==> src/rtl/ram_arb_pkg.sv <==
// Shared types and constants for the two-requester byte-serialising RAM write arbiter.
package ram_arb_pkg;

    localparam int BYTE_W     = 8;
    localparam int ADDR_W_DEF = 16;
    localparam int WORD_W_DEF = 2 * BYTE_W;

    typedef enum logic [1:0] {
        ST_IDLE = 2'd0,
        ST_HI   = 2'd1,
        ST_LO   = 2'd2
    } state_t;

endpackage

==> src/rtl/rr_arbiter2.sv <==
// Two-way round-robin arbiter: on contention the requester not granted last wins.
module rr_arbiter2 (
    input  logic       clk,
    input  logic       RST,
    input  logic [1:0] valid,
    input  logic       advance,
    output logic [1:0] grant_oh,
    output logic       grant_idx
);

    logic r_last;

    always_comb begin
        grant_idx = 1'b0;
        grant_oh  = 2'b00;
        if (valid == 2'b11) begin
            grant_idx = ~r_last;
        end else if (valid[1]) begin
            grant_idx = 1'b1;
        end
        if (valid != 2'b00) begin
            grant_oh = grant_idx ? 2'b10 : 2'b01;
        end
    end

    // Reset to 1 so requester 0 wins the first contention.
    always_ff @(posedge clk or negedge RST) begin
        if (!RST) begin
            r_last <= 1'b1;
        end else if (advance) begin
            r_last <= grant_idx;
        end
    end

endmodule

==> src/rtl/ram_write_arbiter.sv <==
// Arbitrates two 16-bit word requesters onto a byte-wide RAM write port, high byte first.
// Optional per-requester word limit is enabled with the RAM_ARB_LIMIT_EN macro.
module ram_write_arbiter
    import ram_arb_pkg::*;
#(
    parameter int ADDR_W = ADDR_W_DEF,
    parameter int WORD_W = WORD_W_DEF
) (
    input  logic              clk,
    input  logic              RST,
    input  logic              req0_start,
    input  logic              req1_start,
    input  logic [ADDR_W-1:0] req0_base,
    input  logic [ADDR_W-1:0] req1_base,
    input  logic              req0_valid,
    input  logic              req1_valid,
    input  logic [WORD_W-1:0] req0_data,
    input  logic [WORD_W-1:0] req1_data,
    output logic              req0_ready,
    output logic              req1_ready,
`ifdef RAM_ARB_LIMIT_EN
    input  logic [ADDR_W-1:0] req0_len,
    input  logic [ADDR_W-1:0] req1_len,
    output logic              req0_done,
    output logic              req1_done,
`endif
    output logic              ram_write,
    output logic [ADDR_W-1:0] ram_address,
    output logic [BYTE_W-1:0] ram_data,
    output logic              busy,
    output logic              grant,
    output logic [1:0]        dbg_state
);

    // Handshake: a word moves when reqN_valid && reqN_ready at a rising edge; ready is
    // combinational, high only in IDLE/LO for the single requester picked by the arbiter.

    state_t            r_state;
    state_t            w_state_nxt;
    logic              w_window;
    logic              w_accept;
    logic [1:0]        w_lim;
    logic [1:0]        w_req_valid;
    logic [1:0]        w_gnt_oh;
    logic              w_gnt_idx;
    logic              w_acc0;
    logic              w_acc1;
    logic              w_sel_start;
    logic [ADDR_W-1:0] w_sel_base;
    logic [ADDR_W-1:0] w_sel_ptr;
    logic [WORD_W-1:0] w_sel_data;

    logic [ADDR_W-1:0] r_ptr0;
    logic [ADDR_W-1:0] r_ptr1;
    logic [BYTE_W-1:0] r_word_lo;
    logic              r_grant;
    logic              r_ram_write;
    logic [ADDR_W-1:0] r_ram_address;
    logic [BYTE_W-1:0] r_ram_data;

    assign w_window    = (r_state == ST_IDLE) || (r_state == ST_LO);
    assign w_req_valid = {req1_valid & ~w_lim[1], req0_valid & ~w_lim[0]};
    assign w_accept    = RST & w_window & (|w_req_valid);
    assign w_acc0      = w_accept & ~w_gnt_idx;
    assign w_acc1      = w_accept &  w_gnt_idx;

    rr_arbiter2 u_rr (
        .clk       (clk),
        .RST       (RST),
        .valid     (w_req_valid),
        .advance   (w_accept),
        .grant_oh  (w_gnt_oh),
        .grant_idx (w_gnt_idx)
    );

    assign req0_ready = w_accept & w_gnt_oh[0];
    assign req1_ready = w_accept & w_gnt_oh[1];

    // A start in the accept cycle redirects the accepted word to the new base.
    assign w_sel_start = w_gnt_idx ? req1_start : req0_start;
    assign w_sel_base  = w_gnt_idx ? req1_base  : req0_base;
    assign w_sel_ptr   = w_sel_start ? w_sel_base : (w_gnt_idx ? r_ptr1 : r_ptr0);
    assign w_sel_data  = w_gnt_idx ? req1_data  : req0_data;

    always_ff @(posedge clk or negedge RST) begin
        if (!RST) begin
            r_state <= ST_IDLE;
        end else begin
            r_state <= w_state_nxt;
        end
    end

    always_comb begin
        w_state_nxt = r_state;
        case (r_state)
            ST_IDLE: if (w_accept) w_state_nxt = ST_HI;
            ST_HI:   w_state_nxt = ST_LO;
            ST_LO:   w_state_nxt = w_accept ? ST_HI : ST_IDLE;
            default: w_state_nxt = ST_IDLE;
        endcase
    end

    // The pointer steps past the word as it is captured; the in-flight address lives in
    // r_ram_address, so a later start simply overrides the pointer for future words.
    always_ff @(posedge clk or negedge RST) begin
        if (!RST) begin
            r_ptr0 <= '0;
            r_ptr1 <= '0;
        end else begin
            if (w_acc0) begin
                r_ptr0 <= w_sel_ptr + ADDR_W'(2);
            end else if (req0_start) begin
                r_ptr0 <= req0_base;
            end
            if (w_acc1) begin
                r_ptr1 <= w_sel_ptr + ADDR_W'(2);
            end else if (req1_start) begin
                r_ptr1 <= req1_base;
            end
        end
    end

    always_ff @(posedge clk or negedge RST) begin
        if (!RST) begin
            r_word_lo     <= '0;
            r_grant       <= 1'b0;
            r_ram_write   <= 1'b0;
            r_ram_address <= '0;
            r_ram_data    <= '0;
        end else if (w_accept) begin
            r_word_lo     <= w_sel_data[BYTE_W-1:0];
            r_grant       <= w_gnt_idx;
            r_ram_write   <= 1'b1;
            r_ram_address <= w_sel_ptr;
            r_ram_data    <= w_sel_data[WORD_W-1 -: BYTE_W];
        end else if (r_state == ST_HI) begin
            r_ram_write   <= 1'b1;
            r_ram_address <= r_ram_address + ADDR_W'(1);
            r_ram_data    <= r_word_lo;
        end else begin
            r_ram_write   <= 1'b0;
        end
    end

`ifdef RAM_ARB_LIMIT_EN
    logic [ADDR_W-1:0] r_cnt0;
    logic [ADDR_W-1:0] r_cnt1;
    logic              r_done0;
    logic              r_done1;
    logic [ADDR_W-1:0] w_cnt0_nxt;
    logic [ADDR_W-1:0] w_cnt1_nxt;

    always_comb begin
        w_cnt0_nxt = r_cnt0 + ADDR_W'(w_acc0);
        w_cnt1_nxt = r_cnt1 + ADDR_W'(w_acc1);
        if (req0_start) w_cnt0_nxt = ADDR_W'(w_acc0);
        if (req1_start) w_cnt1_nxt = ADDR_W'(w_acc1);
    end

    always_ff @(posedge clk or negedge RST) begin
        if (!RST) begin
            r_cnt0  <= '0;
            r_cnt1  <= '0;
            r_done0 <= 1'b0;
            r_done1 <= 1'b0;
        end else begin
            r_cnt0 <= w_cnt0_nxt;
            r_cnt1 <= w_cnt1_nxt;
            if (req0_start || w_acc0) r_done0 <= (w_cnt0_nxt == req0_len);
            if (req1_start || w_acc1) r_done1 <= (w_cnt1_nxt == req1_len);
        end
    end

    assign w_lim     = {r_done1, r_done0};
    assign req0_done = r_done0;
    assign req1_done = r_done1;
`else
    assign w_lim = 2'b00;
`endif

    assign ram_write   = r_ram_write;
    assign ram_address = r_ram_address;
    assign ram_data    = r_ram_data;
    assign busy        = (r_state != ST_IDLE);
    assign grant       = r_grant;
    assign dbg_state   = r_state;

endmodule

==> config.mk <==
export PLATFORM = sky130hd
export DESIGN_NAME = ram_write_arbiter
export DESIGN_NICKNAME = d
export VERILOG_FILES = /design/src/rtl/ram_arb_pkg.sv /design/src/rtl/rr_arbiter2.sv /design/src/rtl/ram_write_arbiter.sv
export SDC_FILE = /design/constraint.sdc
export NUM_CORES = 1
export LEC_CHECK = 0
export CAP_MARGIN = 20
export CORE_MARGIN = 2
export CORE_UTILIZATION = 25
export CTS_CLUSTER_SIZE = 14
export DETAILED_ROUTE_END_ITERATION = 10
export HOLD_SLACK_MARGIN = 0.1
export PLACE_DENSITY = 0.43
export RECOVER_POWER = 50
export SLEW_MARGIN = 25
export SYNTH_ARGS = -nofsm -noshare
export SYNTH_HDL_FRONTEND = slang
export SYNTH_HIERARCHICAL = 1
export SYNTH_SLANG_ARGS = --single-unit
==> constraint.sdc <==
create_clock -name clk -period 3.4 [get_ports clk]
set_input_delay 0.68 -clock clk [delete_from_list [all_inputs] [get_ports clk]]
set_output_delay 0.68 -clock clk [all_outputs]
set_load 0.01 [all_outputs]
==> results.md, run 1 <==
- Skew final: 0.009252 ns
- Data required, critical path: 2.72 ns
- Max-Slew Margin vs Limit: -0.1759
- Yosys cell types: 57
- Grt ovf: 0
- Cts bufs inserted: 9
- Num Clock Sinks: 69
- Peak VDD IR: 263.6 µV
- Initial drt markers: 243
- Post-route setup TNS: 0 ns
- H-tree depth: 3
- Die Wd: 131.8 µm
- Diodes inserted: 0
- TritonCTS clock tree: yes
- Layout area overhead: 36.66%
- CP Data Arrival Time: 2.50 ns
- Top post-synthesis cells by area: dfrtp_1 (42%), mux2i_1 (10%), nand2_1 (6.9%), xnor2_1 (3.4%), xor2_1 (2.8%)
- EDFF count, synth: 0
- Mean Syn Cell Area: 9.590 µm²
- # rows: 46
- Reg2Reg Depth: 8
- Outcome: finished, violations left
- Final Cycle Share: 0.9343
- # hold bufs at CTS: 0
- Async S/R FF share, synth: 1.000
- RSZ-0062 raised after global routing: no
- Least-Margin Pin Slew: 1.764 ns
- Cell Pwr Density: 496.1 nW/µm²
- Vias: 3,473
- Design area: 5583 µm²
- HPWL after DPL: 9011 µm
- Final net count: 604
- Fin. Hold Viols: 0
- Kind of critical path: input port to primary output
- Total Wirelength: 12,130 µm
- Post-synth top area share: 0.4165
- RD Place Congestion: 0.8393
- Seq/Total Area, Yosys: 0.4230
- Post-route minimum period: 3.177 ns
- Worst-path clk slew: 0.05 ns
- Leakage: 0.002298 µW
- DP Area: 5339 µm²
- # fillers: 1,630
- Layout cells sized above 1: 0.1006
- Max Root-Sink Buffers: 2
- Commonest cells in the netlist: nand2_1 (75), dfrtp_1 (68), mux2i_1 (42), nor2_1 (24), o21ai_0 (20)
- Hold Path Class: flip-flop to flip-flop
- Port Buf Inserts: 100
- Vias in the first global route: 3,552
- Initial core utilization: 0.2562
- Residual DRC count: 0
- Cell taking the most area after synthesis: dfrtp_1
- Crit path max fanout: 4
- Final setup fails: 0
- Via density: 4.612
- Total GRT Usage: 0.1456
- Most frequent cell after synthesis: nand2_1
- Number of max-cap violations: 1
- Clk root buf: clkbuf_16
- Pin count of the biggest net entering global routing: 70
- Yosys warning count: 6
- CTS resizes: 0
- Die Area: 17,380 µm²
- Die Y: 131.8 µm
- First-pass iteration count of the detailed router: 4
- Clock Latency Late Sink: 0.34 ns
- WL/cell: 16.11 µm
- Synth Flop Type: dfrtp_1
- Failing checks: capacitance limit, slew limit
- Routed Antenna Nets: 0
- Syn_nets: 498
- Core ar.: 15,940 µm²
- Post-Synthesis Cells: 426
- IO Pins: 101
- Register bit total from synthesis: 69
- Hold Path Depth: 2
- Synth Cell Area: 4085 µm²
- Slew Limit Fails: 70
- Global-route wire length before repair: 19,810 µm
- FMAX: 314.8 MHz
- Antenna violations before repair: 0
- Crit. End Element: primary output
- Post-CTS Setup Bufs: 0
- Type of origin of the critical path: input port
[flip-flops by register name, summed over array words and instances (netlist names)]
register / cells
dbg_state: 2
grant: 1
r_ptr0: 16
r_ptr1: 16
r_word_lo: 8
ram_address: 16
ram_data: 8
ram_write: 1
u_rr/r_last: 1
[where the power goes]
group	internal, µW	switching, µW
clock network	496	338
registers	974	127
logic	414	421
total	1880	886
[placed cells by master (no fill, tap or decap), types with 9 or more instances in the layout]
| cell type | count |
|---|---|
| clkdlybuf4s50_1 | 87 |
| buf_4 | 15 |
| xor2_1 | 13 |
| mux2i_1 | 42 |
| clkbuf_16 | 9 |
| clkbuf_1 | 9 |
| dlygate4sd3_1 | 12 |
| nand2_1 | 75 |
| nor2b_1 | 9 |
| nor2_1 | 24 |
| o21ai_0 | 20 |
| nand3_1 | 17 |
| a31oi_1 | 11 |
| xnor2_1 | 16 |
| dfrtp_1 | 68 |
[kinds of logic (layout without fill, tap and decap cells)]
group                      after synthesis  count (layout)  share of synthesized area
AOI/OAI and AO/OA                       74              74                     0.1231
xor gates and xnor gates                29              29                    0.06217
adders and majority gates                2               2                   0.006125
buffers and inverters                   33             144                    0.04747
DFF                                     69              69                     0.4230
muxes                                   51              51                     0.1286
and+or+nand+nor                        168             168                     0.2095
[critical path: stages]
cell             delay, ns
clkdlybuf4s50_1       0.57
nor2_1                0.11
or3b_1                0.43
clkinv_4              0.07
and2_1                0.12
clkdlybuf4s50_1       0.53
[routing by layer]
metal  vias up  routed length (µm)  global-route usage
li1       1719                   -                   -
met1      1633                5951              0.2021
met2       101                5158              0.2097
met3        20                 777             0.04729
met4         0                 241             0.05556
met5         -                   0                   0
[cell type report]
cell class                      count  area, µm²  area share
Sequential cell                    69       1728      0.3095
Timing Repair Buffer              117       1116      0.1999
Multi-Input combinational cell    324       2171      0.3888
Tap cell                          216      270.3     0.04841
Clock buffer                       16      251.5     0.04505
Inverter                           11      46.29    0.008292
[per-stage QoR]
| step | total power [µW] | std cells | setup slack, ns | utilization | hold WS [ns] |
|---|---|---|---|---|---|
| after floorplan | 1540 | 426 | 0.8118 | - | 0.3844 |
| after global placement | 1966 | 737 | 0.2332 | 0.3349 | 0.4655 |
| after detailed placement | 1967 | 737 | 0.2024 | 0.3349 | 0.4707 |
| after CTS | 2818 | 753 | 0.2160 | 0.3507 | 0.4827 |
| after global routing | 2943 | 753 | 0.1540 | 0.3502 | 0.5273 |
| final | 2770 | 753 | 0.2232 | 0.3502 | 0.4757 |
[path summary, 6_finish.rpt]
kind | endpoint | start | slack, ns
max reg2reg | ram_address[7] | dbg_state[0] | 0.64
min in group asynchronous | r_ptr1[3] | RST | 1.06
min | r_word_lo[5] | r_word_lo[5] | 0.48
max in group asynchronous | ram_address[14] | RST | 1.28
min reg2reg | r_word_lo[5] | r_word_lo[5] | 0.48
max | req1_ready | req0_valid | 0.22
Power figures use the tool's default switching activity.
==> run 2, diff against run 1 <==
--- a/config.mk
+++ b/config.mk
@@ -6,12 +6,12 @@
 export NUM_CORES = 1
 export LEC_CHECK = 0
 export CAP_MARGIN = 20
-export CORE_MARGIN = 2
+export CORE_MARGIN = 4
 export CORE_UTILIZATION = 25
 export CTS_CLUSTER_SIZE = 14
 export DETAILED_ROUTE_END_ITERATION = 10
 export HOLD_SLACK_MARGIN = 0.1
-export PLACE_DENSITY = 0.43
+export PLACE_DENSITY = 0.46
 export RECOVER_POWER = 50
 export SLEW_MARGIN = 25
 export SYNTH_ARGS = -nofsm -noshare
==> results.md, run 2 (synthesized netlist as in run 1, its figures left out) <==
- Post-route minimum period: 3.172 ns
- Residual DRC count: 0
- First-pass iteration count of the detailed router: 4
- TritonCTS clock tree: yes
- Final net count: 606
- Post-CTS Setup Bufs: 0
- Die Wd: 135.8 µm
- Total Wirelength: 12,330 µm
- Crit path buf inv count: 3
- WL/cell: 16.33 µm
- CTS resizes: 0
- Via density: 4.595
- Diodes inserted: 0
- Max-Slew Margin vs Limit: -0.1930
- # hold bufs at CTS: 0
- Grt ovf: 0
- WP depth: 6
- Vias: 3,469
- Cts bufs inserted: 9
- Data required, critical path: 2.72 ns
- FMAX: 315.2 MHz
- Pin count of the biggest net entering global routing: 70
- Crit path max fanout: 4
- Failing checks: capacitance limit, slew limit
- Met3 global-route usage: 0.05033
- Routed Antenna Nets: 0
- Die Area: 18,450 µm²
- Delay-heaviest family, CP: buffers and inverters
- # fillers: 1,649
- RD Place Congestion: 0.8262
- CP max stage cell: clkdlybuf4s50_1
- Type of origin of the critical path: input port
- Hold Path Class: flip-flop to flip-flop
- Final setup fails: 0
- IO Pins: 101
- Num Clock Sinks: 69
- CP Data Arrival Time: 2.49 ns
- Global-route wire length before repair: 19,580 µm
- Max Root-Sink Buffers: 2
- Layout area overhead: 37.58%
- Post-route setup TNS: 0 ns
- RSZ-0062 raised after global routing: no
- Commonest non-fill, non-tap cells in the layout: clkdlybuf4s50_1 (88), nand2_1 (75), dfrtp_1 (68), mux2i_1 (42), nor2_1 (24)
- Least-Margin Pin Slew: 1.789 ns
- # rows: 46
- DP Worst Slack: 0.2339 ns
- Port Buf Inserts: 100
- Outcome: finished, violations left
- Fin. Hold Viols: 0
- Worst-path clk slew: 0.05 ns
- Initial core utilization: 0.2562
- Met2 Use GR: 0.2116
- Vias in the first global route: 3,524
- Kind of critical path: input port to primary output
- Core ar.: 15,940 µm²
- HPWL after DPL: 9140 µm
- Skew final: 0.004181 ns
- Commonest non-fill, non-tap cell in the layout: clkdlybuf4s50_1
- Most Crowded Layer GR: met2
- Reg2Reg Depth: 7
- Final Cycle Share: 0.9330
- Crit path cell chain: clkdlybuf4s50_1 > nor2_1 > or3b_1 > clkinv_4 > and2_1 > clkdlybuf4s50_1
- Final worst slack: 0.2277 ns
- Crit. End Element: primary output
- CP max stage delay: 0.56 ns
- Clk root buf: clkbuf_16
- Clock Latency Late Sink: 0.33 ns
- Met1 usage: 0.1837
- Top cell by count, worst path: clkdlybuf4s50_1
- Slew Limit Fails: 70
- Die Y: 135.8 µm
- Layout cells sized above 1: 0.1095
- Number of max-cap violations: 1
- Initial drt markers: 211
- Hold Path Depth: 2
- H-tree depth: 3
- Peak VDD IR: 237.2 µV
- Cell Pwr Density: 499.7 nW/µm²
- Leakage: 0.002326 µW
- Antenna violations before repair: 0
- Total GRT Usage: 0.1368
## run 2: worst register-to-register path, delay by kind of cell (launching register included)
kind	cells	cell delay [ns]
AND/OR/NAND/NOR	4	1.18
AO/OA/AOI/OAI	1	0.12
flip-flops	1	0.58
buffers and inverters	1	0.27
XOR/XNOR	1	0.16
## run 2: metal layers
layer | vias to the layer above | wire length (µm)
met5 | - | 0
met4 | 0 | 99
met3 | 9 | 1000
met2 | 109 | 5419
met1 | 1634 | 5810
li1 | 1717 | -
## run 2: final cells by class
cell class / count / area, µm² / share of cell area
Multi-Input combinational cell: 324 / 2171 / 0.3862
Sequential cell: 69 / 1728 / 0.3074
Inverter: 11 / 46.29 / 0.008237
Tap cell: 216 / 270.3 / 0.04809
Clock buffer: 15 / 267.8 / 0.04764
Timing Repair Buffer: 119 / 1132 / 0.2015
Clock inverter: 1 / 5.005 / 0.0008905
## run 2: stage by stage
stage / area (µm²) / hold WS [ns] / total power, µW / util / instances
after global placement: 5354 / 0.4633 / 1974 / 0.3358 / 739
final: 5620 / 0.4822 / 2809 / 0.3525 / 755
after detailed placement: 5354 / 0.4709 / 1976 / 0.3358 / 739
after global routing: 5620 / 0.4941 / 2989 / 0.3525 / 755
after CTS: 5627 / 0.4828 / 2871 / 0.3529 / 755
after floorplan: 4085 / 0.3844 / 1540 / - / 426
## run 2: path summary, 6_finish.rpt
kind	startpoint	endpoint	slack (ns)
max reg2reg	u_rr/r_last	r_ptr0[15]	0.99
max in group asynchronous	RST	ram_address[12]	1.28
min in group asynchronous	RST	r_ptr0[1]	1.07
min reg2reg	r_word_lo[6]	r_word_lo[6]	0.48
max	req0_valid	req1_ready	0.23
min	r_word_lo[6]	r_word_lo[6]	0.48
## run 2: power by group
group	internal [µW]	leakage, µW	switching, µW
clock network	534	0.000134	332
registers	974	0.000824	123
logic	422	0.00137	424
==> run 3, diff against run 2 <==
--- a/config.mk
+++ b/config.mk
@@ -13,6 +13,7 @@
 export HOLD_SLACK_MARGIN = 0.1
 export PLACE_DENSITY = 0.46
 export RECOVER_POWER = 50
+export SKIP_CTS_REPAIR_TIMING = 1
 export SLEW_MARGIN = 25
 export SYNTH_ARGS = -nofsm -noshare
 export SYNTH_HDL_FRONTEND = slang
==> results of run 3 <==
Final layout, timing and power as in run 2 (identical DEF).
==> variant 1, RTL diff (settings of run 3) <==
Build with the macro `RAM_ARB_LIMIT_EN` defined.
--- a/src/rtl/ram_write_arbiter.sv
+++ b/src/rtl/ram_write_arbiter.sv
@@ -1,5 +1,7 @@
 // Arbitrates two 16-bit word requesters onto a byte-wide RAM write port, high byte first.
 // Optional per-requester word limit is enabled with the RAM_ARB_LIMIT_EN macro.
+`define RAM_ARB_LIMIT_EN
+
 module ram_write_arbiter
     import ram_arb_pkg::*;
 #(
Interface: changed (added req0_done, req0_len, req1_done and req1_len); port bits go from 101 to 135. No check against the original RTL was run, so the function may have changed too.
==> variant 1 against run 3 <==
The flow still finishes with violations (max-capacitance violations, max-slew violations); wire length grew 57%; fmax fell by 2.2%; setup slack lost 0.071 ns; sequential power grew 37%; sequential cell count grew 34; synthesized area increased by 53%; clock skew grew 0.0077 ns; cell area grew 52%; first-iteration DRC count grew 62%; total power rose by 28%; critical path depth up 2.
==> variant 1: results (changes against run 3) <==
| Metric | Value |
|---|---|
| Met3 GRT Util | `0.0409 (-0.00939)` |
| Clock Latency Late Sink | `0.36 ns (+0.03 ns)` |
| CTS root buf | `clkbuf_16` |
| Max cap viols | `1 (unchanged)` |
| Pre-CTS WS | `-0.327 ns (-0.560 ns)` |
| First-pass GRT wire length | `31.1 mm (+59%)` |
| DR WL/cell | `16.7 um (+2.3%)` |
| Hold wc startpoint | `grant` |
| Synth top area share | `0.409 (-0.00789)` |
| Post-synthesis sequential area ratio | `0.413 (-0.0101)` |
| Vias | `5,464 (+58%)` |
| CTS clock-pin slew for the worst setup and hold paths | `0.07 ns (+0.02 ns)` |
| WP data arrival | `2.56 ns (+0.07 ns)` |
| Hpwl dp | `14.4 mm (+57%)` |
| N_diodes | `0 (unchanged)` |
| Fillers | `2,570 (+56%)` |
| Ratio of cells with drive above 1 in the final layout | `0.122 (+0.0128)` |
| I/O Buffers | `134 (+34%)` |
| Nets@finish | `937 (+55%)` |
| Final slew viol count | `66 (-5.7%)` |
| Worst Skew | `0.0119 ns (+0.00773 ns)` |
| Critical path fanouts, max | `16 (+12)` |
| Drt first pass iters | `5 (+1)` |
| Syn_nets | `775 (+56%)` |
| Cell variety after synth | `70 (+23%)` |
| Crit-path slowest cell | `clkdlybuf4s50_1` |
| Global Route Usage Sum | `0.140 (+0.00311)` |
| Met2 Use GR | `0.222 (+0.0106)` |
| Crit path launch | `req0_valid` |
| Leakage | `0.00347 uW (+49%)` |
| Largest net degree at the start of global routing | `66 (-5.7%)` |
| Slew headroom | `-0.169 (+0.0241)` |
| Iter 0 DRT Violations | `341 (+62%)` |
| VDD IR max | `229 uV (-3.7%)` |
| Vias in the first global route | `5,476 (+55%)` |
| Met1 usage | `0.191 (+0.00732)` |
| Failing checks | `max-capacitance violations, max-slew violations` |
| Outcome | `finished with violations` |
| Hold Path Class | `reg -> reg` |
| Antenna violations before repair | `1 (+1)` |
| Synth top area cells | `dfrtp_1, mux2i_1, xnor2_1` |
| R2R Path Start | `req1_done` |
| Final GP Congestion | `0.771 (-6.7%)` |
-- variant 1: final timing paths --
| kind | endpoint | slack [ns] | cells past startpoint |
|---|---|---|---|
| hold reg to reg | grant | 0.48 | 2 |
| setup reg to reg | req0_done | 0.56 | 13 |
| hold / removal | grant | 0.48 | 2 |
| min in group asynchronous | ram_write | 0.56 | 2 |
| max in group asynchronous | r_cnt1[5] | 0.74 | 3 |
| setup / recovery | req0_ready | 0.16 | 8 |
-- variant 1: logic make-up (layout without fill, tap and decap cells) --
| group | count (synthesis) | count (layout) | synth area share |
|---|---|---|---|
| adders and majority gates | 6 | 6 | 0.0120 |
| buffers and inverters | 50 | 217 | 0.0407 |
| muxes | 56 | 56 | 0.0954 |
| and+or+nand+nor | 261 | 261 | 0.216 |
| DFF | 103 | 103 | 0.413 |
| AOI/OAI and AO/OA | 125 | 125 | 0.131 |
| xor gates and xnor gates | 66 | 66 | 0.0925 |
-- variant 1: metal layers --
metal / vias to the layer above / share of wire
li1: 2702 / -
met1: 2610 / 0.46
met2: 135 / 0.47
met3: 15 / 0.065
met4: 2 / 0.0091
met5: - / 0.00067
-- variant 1: tightest hold or removal path, stage by stage (launching register included) --
cell and delay [ns]:
dfrtp_1 0.34, nand2_1 0.05, nand2_1 0.06
-- variant 1: layout make-up --
type | count | area [um^2] | area share
flip-flops and latches | 103 | 2580 | 0.302
clock inverters | 4 | 77.6 | 0.00908
well taps | 324 | 405 | 0.0475
inverters | 17 | 63.8 | 0.00747
multi-input cells | 514 | 3470 | 0.406
clock buffers | 12 | 236 | 0.0277
repair buffers | 184 | 1710 | 0.200
-- variant 1: metrics by stage --
step | cell area, um^2 | instances | utilization | power (uW) | setup TNS [ns]
3_5_place_dp | 8190 | 1140 | 0.335 | 2490 | -0.861
3_3_place_gp | 8190 | 1140 | 0.335 | 2490 | -0.601
4_1_cts | 8500 | 1156 | 0.348 | 3660 | 0
6_report | 8540 | 1158 | 0.349 | 3590 | 0
5_1_grt | 8540 | 1158 | 0.349 | 3810 | 0
2_1_floorplan | 6260 | 667 | - | 1970 | 0
-- variant 1: where the power goes --
group / total (uW) / leakage, uW / switching [uW] / internal (uW)
logic: 935 / 0.00203 / 453 / 482
clock network: 1150 / 0.000151 / 496 / 652
registers: 1510 / 0.00130 / 129 / 1380
total: 3590 / 0.00347 / 1080 / 2510
==> variant 2, RTL diff (settings of run 3) <==
Without the edit above. Register the output `dbg_state` once more, cleared by the reset; this adds one clock of latency there. The other outputs are not delayed to match.
--- a/src/rtl/ram_write_arbiter.sv
+++ b/src/rtl/ram_write_arbiter.sv
@@ -183,7 +183,13 @@
     assign ram_data    = r_ram_data;
     assign busy        = (r_state != ST_IDLE);
     assign grant       = r_grant;
-    assign dbg_state   = r_state;
+    always_ff @(posedge clk or negedge RST) begin
+        if (!RST) begin
+            dbg_state <= '0;
+        end else begin
+            dbg_state <= r_state;
+        end
+    end
 
 endmodule
 
Check against the original RTL: not equivalent (Yosys sat finds a counterexample within 4 cycles, from zero or initial values and one cycle with RST low).
==> variant 2 against run 3 <==
The flow still finishes with violations (max-capacitance violations, max-slew violations); sequential cell count rose by 2; total power fell by 0.70%; clock skew rose by 0.00056 ns; register-to-register slack got worse by 0.07 ns; count of clock-buffer cells in the layout fell by 1; cell area rose by 3.1%; synthesized area rose by 5.9%; synthesized cell count rose by 7.3%; combinational power fell by 2.7%; setup slack improved by 0.14 ns; wire length rose by 10%; critical path type unchanged; largest cell class unchanged.
==> variant 2: results (changes against run 3) <==
| Metric | Value |
|---|---|
| Wl on met1 | `5.68 mm (-2.3%)` |
| Largest net degree at the start of global routing | `72 (+2.9%)` |
| Most common library cells after synthesis | `dfrtp_1, nand2_1, mux2i_1` |
| First-pass GRT wire length | `21.7 mm (+11%)` |
| Dpl cell area | `0.00555 mm^2 (+3.6%)` |
| Leakage | `0.00227 uW (-2.3%)` |
| Pre-CTS WS | `0.304 ns (+0.0696 ns)` |
| Post-synthesis sequential area ratio | `0.411 (-0.0119)` |
| Final slew viol count | `72 (+2.9%)` |
| Final GP Congestion | `0.826 (about the same)` |
| Fillers | `1,719 (+4.2%)` |
| Vias per std cell | `4.84 (+5.3%)` |
| Placed cells | `765 (+3.5%)` |
| Cell variety after synth | `68 (+19%)` |
| Max cap viols | `1 (unchanged)` |
| Nets@finish | `628 (+3.6%)` |
| Syn_nets | `529 (+6.2%)` |
| Hpwl dp | `10.4 mm (+14%)` |
| Vias in the first global route | `3,967 (+13%)` |
| Worst Skew | `0.00474 ns (+0.000560 ns)` |
| Synth top area cells | `dfrtp_1, mux2i_1, nand2_1` |
| N_diodes | `0 (unchanged)` |
| Global Route Usage Sum | `0.141 (+0.00434)` |
| Final wirelength | `13.6 mm (+10%)` |
| Failing checks | `max-capacitance violations, max-slew violations` |
| Worst Tran Pin Value | `1.81 ns (+0.0181 ns)` |
| Critical path fanouts, max | `4 (unchanged)` |
| Syn Area/Cell | `9.46 um^2 (-1.3%)` |
| Deepest clock path buffer count | `2 (unchanged)` |
| Outcome | `finished with violations` |
| WP data arrival | `2.35 ns (-0.14 ns)` |
| Wire length on met2 | `6.60 mm (+22%)` |
| Hold Path Class | `reg -> reg` |
| VDD IR max | `253 uV (+6.7%)` |
| DR WL/cell | `17.4 um (+6.5%)` |
| Iter 0 DRT Violations | `226 (+7.1%)` |
| Ratio of cells with drive above 1 in the final layout | `0.0980 (-0.0114)` |
| Met3 WL | `958 um (-4.2%)` |
-- variant 2: cell families (layout without fill, tap and decap cells) --
family	count (synthesis)	in the layout	share of synthesized area
flip-flops	71	71	0.411
buffers and inverters	37	141	0.0486
adder cells (fa/ha/maj)	2	2	0.00578
XOR/XNOR	26	26	0.0526
AND/OR/NAND/NOR	182	182	0.217
multiplexers	45	45	0.109
AO/OA/AOI/OAI	94	94	0.156
-- variant 2: worst paths after layout --
check	depth (start not counted)	to	startpoint	slack, ns
max	6	req1_ready	req0_valid	0.37
min	0	dbg_state[1]	r_state[1]	0.42
max reg2reg	6	r_ptr0[14]	u_rr/r_last	0.92
min reg2reg	0	dbg_state[1]	r_state[1]	0.42
max in group asynchronous	2	r_ptr1[11]	RST	1.25
min in group asynchronous	2	ram_data[0]	RST	1.07
-- variant 2: critical path, stage by stage --
cell,delay (ns)
clkdlybuf4s50_1,0.49
nor2_1,0.29
or2_1,0.20
clkinv_2,0.07
and2_1,0.15
clkdlybuf4s50_1,0.47
-- variant 2: area by class of cell --
| class | count | area [um^2] | share of cell area |
|---|---|---|---|
| Multi-Input combinational cell | 349 | 2340 | 0.404 |
| Sequential cell | 71 | 1780 | 0.307 |
| Timing Repair Buffer | 115 | 1100 | 0.189 |
| Tap cell | 220 | 275 | 0.0475 |
| Clock buffer | 14 | 254 | 0.0438 |
| Inverter | 10 | 38.8 | 0.00670 |
| Clock inverter | 2 | 10.0 | 0.00173 |
-- variant 2: power by group --
group,total [uW],switching [uW],leakage (uW),internal (uW)
Combinational,823,426,0.00129,397
Sequential,1120,124,0.000851,994
Clock,848,336,0.000131,512
Total,2790,887,0.00227,1900
-- variant 2: metal layers --
layer  track usage  vias up
met3        0.0453       24
met4        0.0515        0
met2         0.232      125
met1         0.174     1788
met5             0        -
li1              -     1841
